**src/rtl/acq_pkg.sv**
```systemverilog
// Shared defaults and sizing helper for the acquisition input FIFO.
package acq_pkg;

    localparam int ACQ_WIDTH = 2;
    localparam int ACQ_DEPTH = 4;

    // Occupancy counter width: must represent 0..depth inclusive.
    function automatic int cnt_width(input int depth);
        return $clog2(depth) + 1;
    endfunction

endpackage

```
**src/rtl/acq_fifo_mem.sv**
```systemverilog
// Purpose: DEPTH x WIDTH sample storage, synchronous write, asynchronous read.
// Latency: write lands at the clock edge; read data follows raddr combinationally.
// Backpressure: none; the caller gates we.
module acq_fifo_mem
    import acq_pkg::*;
#(
    parameter int WIDTH = ACQ_WIDTH,
    parameter int DEPTH = ACQ_DEPTH
) (
    input  logic                     new_clk,
    input  logic                     we,
    input  logic [$clog2(DEPTH)-1:0] waddr,
    input  logic [WIDTH-1:0]         wdata,
    input  logic [$clog2(DEPTH)-1:0] raddr,
    output logic [WIDTH-1:0]         rdata
);

    logic [WIDTH-1:0] mem [DEPTH];

    always_ff @(posedge new_clk) begin
        if (we) begin
            mem[waddr] <= wdata;
        end
    end

    assign rdata = mem[raddr];

endmodule

```
**src/rtl/acq_input_fifo.sv**
```systemverilog
// Purpose: show-ahead sample FIFO with sticky overflow; ACQ_INPUT_DEDUP_EN skips repeats of the last accepted sample.
// Latency: a capture into an empty buffer is visible on rd_data/rd_valid the cycle after the edge.
// Backpressure: none upstream; a sample arriving while full is dropped unless a pop happens the same cycle.
module acq_input_fifo
    import acq_pkg::*;
#(
    parameter int WIDTH = ACQ_WIDTH,
    parameter int DEPTH = ACQ_DEPTH
) (
    input  logic                        new_clk,
    input  logic                        reset,
    input  logic                        en,
    input  logic [WIDTH-1:0]            data_in,
    input  logic                        rd_ready,
    input  logic                        clr_ovf,
    output logic                        rd_valid,
    output logic [WIDTH-1:0]            rd_data,
    output logic [cnt_width(DEPTH)-1:0] count,
    output logic                        full,
    output logic                        empty,
    output logic                        overflow
);

    localparam int PW = $clog2(DEPTH);
    localparam int CW = cnt_width(DEPTH);
    localparam logic [CW-1:0] DEPTH_C = CW'(DEPTH);

    logic [PW-1:0]    wr_ptr;
    logic [PW-1:0]    rd_ptr;
    logic [WIDTH-1:0] mem_rdata;
    logic             pop;
    logic             cand;
    logic             accept;
    logic             drop;

`ifdef ACQ_INPUT_DEDUP_EN
    logic [WIDTH-1:0] last_dat;
    logic             last_vld;

    assign cand = en && !(last_vld && (data_in == last_dat));
`else
    assign cand = en;
`endif

    assign empty    = (count == '0);
    assign full     = (count == DEPTH_C);
    assign rd_valid = !empty;
    assign pop      = rd_valid && rd_ready;
    // A pop in the same cycle frees the slot the incoming sample needs.
    assign accept   = cand && (!full || pop);
    assign drop     = cand && full && !pop;
    assign rd_data  = empty ? '0 : mem_rdata;

    acq_fifo_mem #(
        .WIDTH (WIDTH),
        .DEPTH (DEPTH)
    ) u_mem (
        .new_clk (new_clk),
        .we      (accept && !reset),
        .waddr   (wr_ptr),
        .wdata   (data_in),
        .raddr   (rd_ptr),
        .rdata   (mem_rdata)
    );

    always_ff @(posedge new_clk) begin
        if (reset) begin
            wr_ptr   <= '0;
            rd_ptr   <= '0;
            count    <= '0;
            overflow <= 1'b0;
        end else begin
            if (accept) begin
                wr_ptr <= wr_ptr + PW'(1);
            end
            if (pop) begin
                rd_ptr <= rd_ptr + PW'(1);
            end
            case ({accept, pop})
                2'b10:   count <= count + CW'(1);
                2'b01:   count <= count - CW'(1);
                default: count <= count;
            endcase
            if (drop) begin
                overflow <= 1'b1;
            end else if (clr_ovf) begin
                overflow <= 1'b0;
            end
        end
    end

`ifdef ACQ_INPUT_DEDUP_EN
    // Only accepted samples update the tracker; drops leave it untouched.
    always_ff @(posedge new_clk) begin
        if (reset) begin
            last_vld <= 1'b0;
            last_dat <= '0;
        end else if (accept) begin
            last_vld <= 1'b1;
            last_dat <= data_in;
        end
    end
`endif

endmodule

```
**config.mk**
```make
export PLATFORM = sky130hd
export DESIGN_NAME = acq_input_fifo
export DESIGN_NICKNAME = d
export VERILOG_FILES = /design/src/rtl/acq_pkg.sv /design/src/rtl/acq_fifo_mem.sv /design/src/rtl/acq_input_fifo.sv
export SDC_FILE = /design/constraint.sdc
export NUM_CORES = 1
export LEC_CHECK = 0
export BUFFER_PORTS_ARGS = -buffer_cell sky130_fd_sc_hd__buf_4
export CAP_MARGIN = 20
export CORE_UTILIZATION = 47
export CTS_CLUSTER_DIAMETER = 80
export DETAILED_ROUTE_END_ITERATION = 16
export PLACE_DENSITY = 0.76
export SLEW_MARGIN = 5
export SYNTH_ARGS = -nofsm -noshare
export SYNTH_HDL_FRONTEND = slang
export SYNTH_SLANG_ARGS = --single-unit
```
**constraint.sdc**
```tcl
create_clock -name new_clk -period 1.65 [get_ports new_clk]
set_input_delay 0.33 -clock new_clk [delete_from_list [all_inputs] [get_ports new_clk]]
set_output_delay 0.33 -clock new_clk [all_outputs]
set_load 0.01 [all_outputs]
```
==> impl_metrics.json <==
{
  "synth-seq-cells": 18,
  "syn_inst": 76,
  "cp_cell_sequence": "mux4_2 -> nor2b_1 -> buf_4",
  "synth_top_area_cell": "edfxtp_1",
  "worstHoldStart": "data_in[1]",
  "setup_viol": 3,
  "worstHoldEndpoint": "u_mem.mem[1][1]$_DFFE_PP_",
  "failed_checks": "setup timing",
  "dieArea_um2": 2050,
  "min_period_ns": 1.75,
  "fmax_mhz": 572,
  "fp-row-count": 15,
  "drv_slew": 0,
  "synthMuxAreaShare": 0.0754,
  "final_nets": 112,
  "status": "finished, violations left",
  "cts.sinks": 18,
  "drive_gt1_frac": 0.444,
  "synth_top_family_by_area": "simple AND/OR/NAND/NOR gates",
  "root_buffer": "clkbuf_4",
  "synth_edf_count": 8,
  "via_per_inst": 5.02,
  "grt_pass1_vias": 591,
  "worstReg2RegEnd": "count[1]$_SDFFE_PP0P_",
  "yosysSeqAreaShare": 0.501,
  "yosys-top-cells-count": "dfxtp_1 (10), nor2_1 (9), edfxtp_1 (8), inv_1 (8)",
  "required_ns": 1.32,
  "final_cell_area_um2": 1150,
  "slowest_stage": "mux4_2",
  "tritoncts": "built",
  "cts_buffers": 3,
  "yosysMostFrequentCell": "dfxtp_1",
  "start_util": 0.504,
  "reg2regPathDepth": 6,
  "grt_max_degree": 12,
  "die_x_um": 45.3,
  "clk_path_buf_depth": 2,
  "vias": 623,
  "grt_pass1_wl_mm": 2.46,
  "cp_max_fo": 2,
  "cellLeakagePower_nw": 0.475,
  "syn_area_um2": 880,
  "r2r_slack_ns": -0.02,
  "rsz0062_at_grt": "yes",
  "yosys_warnings": 0,
  "synthSimpleGateAreaFrac": 0.138,
  "dpl_cell_area_um2": 1080,
  "period_share": 1.06,
  "critPathArrivalTime_ns": 1.42,
  "max_slew_margin": 0.782,
  "hold_ws_ns": 0.245,
  "avgSynthCellArea_um2": 11.6,
  "cp-end-kind": "output port",
  "core_area_um2": 1750,
  "final_util": 0.661,
  "finalHoldViolCount": 0,
  "total_power_mw": 1.23,
  "clkLatencyLatePin_ns": 0.29,
  "totalWireLength_mm": 1.47,
  "irDropWorstVdd_v": 0.000707,
  "synth-compound-area-share": 0.102,
  "synthTopCellsByArea": "edfxtp_1 (27%), dfxtp_1 (23%), ha_1 (5.7%)",
  "grt_overflow": 0,
  "crit_family": "multiplexers",
  "min_path_type": "input port to flip-flop",
  "drv_cap": 0,
  "fin_skew_ns": 0.00979,
  "yosys.area_share.xor_xnor": 0.0498,
  "synth_top_area_share": 0.273,
  "ant_nets": 0,
  "h-tree-depth": 1,
  "clk_pin_slew_worst_paths_ns": 0.11,
  "synth_adder_area_share": 0.0797,
  "synth_ff_type": "dfxtp_1",
  "dr.first_iter.drc_count": 5,
  "async_reset_ff_frac": 0,
  "syn_to_final_growth_pct": 31.2,
  "r2r-start": "count[1]$_SDFFE_PP0P_",
  "hold_path_depth": 1,
  "critPathBufInv": 1,
  "path_class": "flip-flop to output port",
  "post_drt_wl_per_cell_um": 11.8,
  "setup_ws_ns": -0.0996,
  "io_buffers": 15,
  "first_pass_iters": 4,
  "cp-start-kind": "flip-flop",
  "fillers": 121,
  "ys_types": 30,
  "crit_path_max_incr_delay_ns": 0.48,
  "dieHeight_um": 45.3,
  "dpl.hpwl_mm": 1.13,
  "antenna_found_initial": 0,
  "drc": 0,
  "tightest_slew_ns": 0.326,
  "antenna_cells": 0,
  "synth_fp_nets": 88,
  "gp_congestion": 0.817,
  "cts_hold_buf": 0,
  "power_density_nw_per_um2": 1070,
  "ios": 16,
  "grtUsageTotal": 0.172
}
==> report_power, final <==
group	switching (mW)	internal, mW
Combinational	0.219	0.240
Clock	0.136	0.0879
Sequential	0.0337	0.513
==> final cells by class <==
| class | instances | area (um^2) | share of cell area |
|---|---|---|---|
| Timing Repair Buffer | 22 | 176 | 0.153 |
| Clock inverter | 1 | 3.75 | 0.00325 |
| Tap cell | 25 | 31.3 | 0.0271 |
| Multi-Input combinational cell | 46 | 440 | 0.382 |
| Inverter | 9 | 33.8 | 0.0293 |
| Sequential cell | 18 | 445 | 0.386 |
| Clock buffer | 3 | 22.5 | 0.0195 |
==> how the worst max path moves through the flow <==
stage                          start                     to  slack (ns)  cells after the start
2_1_floorplan  count[0]$_SDFFE_PP0P_  count[1]$_SDFFE_PP0P_       -0.09                      7
6_report                   flip-flop             rd_data[1]        -0.1                      3
3_5_place_dp   count[1]$_SDFFE_PP0P_  count[1]$_SDFFE_PP0P_       -0.05                      6
4_1_cts                    flip-flop             rd_data[0]       -0.14                      3
3_3_place_gp                rd_ready  count[2]$_SDFFE_PP0P_       -0.01                      6
5_1_grt                    flip-flop             rd_data[1]       -0.17                      3
==> timing repair <==
| item | 4_1_cts | 5_1_grt |
|---|---|---|
| setup endpoints to repair | 6 | 6 |
| hold endpoints to repair | 0 | 0 |
| pin swaps | 5 | 4 |
| setup buffers | 0 | 0 |
| gates resized for setup | 5 | 8 |
==> layout by cell type, fill, tap and decap left out, types with 2 or more instances in the layout <==
cell type / count
and2_1: 4
nand3_1: 2
ha_1: 4
buf_4: 19
buf_6: 3
dfxtp_1: 6
edfxtp_1: 8
mux4_2: 2
xnor2_1: 2
clkbuf_4: 3
inv_2: 3
dfxtp_2: 4
inv_1: 6
nor2_1: 9
xor2_1: 3
==> cell families after synthesis <==
group | after synthesis
and+or+nand+nor | 24
DFF | 18
buffers and inverters | 12
AOI/OAI and AO/OA | 8
xor gates and xnor gates | 5
adders and majority gates | 5
muxes | 4
==> metrics by stage <==
stage / setup slack, ns / cells / setup TNS (ns)
2_1_floorplan: -0.0874 / 76 / -0.159
3_3_place_gp: -0.0129 / 120 / -0.0129
3_5_place_dp: -0.0479 / 120 / -0.0928
4_1_cts: -0.142 / 124 / -0.347
5_1_grt: -0.165 / 124 / -0.427
6_report: -0.0996 / 124 / -0.221
==> worst register-to-register path: cells and delay by family (launching register included) <==
kind | cells | cell delay, ns
AO/OA/AOI/OAI | 3 | 0.66
adder cells (fa/ha/maj) | 1 | 0.45
buffers and inverters | 1 | 0.07
flip-flops | 1 | 0.35
AND/OR/NAND/NOR | 1 | 0.07
==> routing by layer <==
metal  share of wire  vias up  track usage
met2            0.46       19        0.275
met5               0        -            0
li1                -      310            -
met3           0.029        4       0.0240
met1            0.49      290        0.218
met4           0.020        0        0.109
No activity file was read; power rests on OpenSTA's default activity.
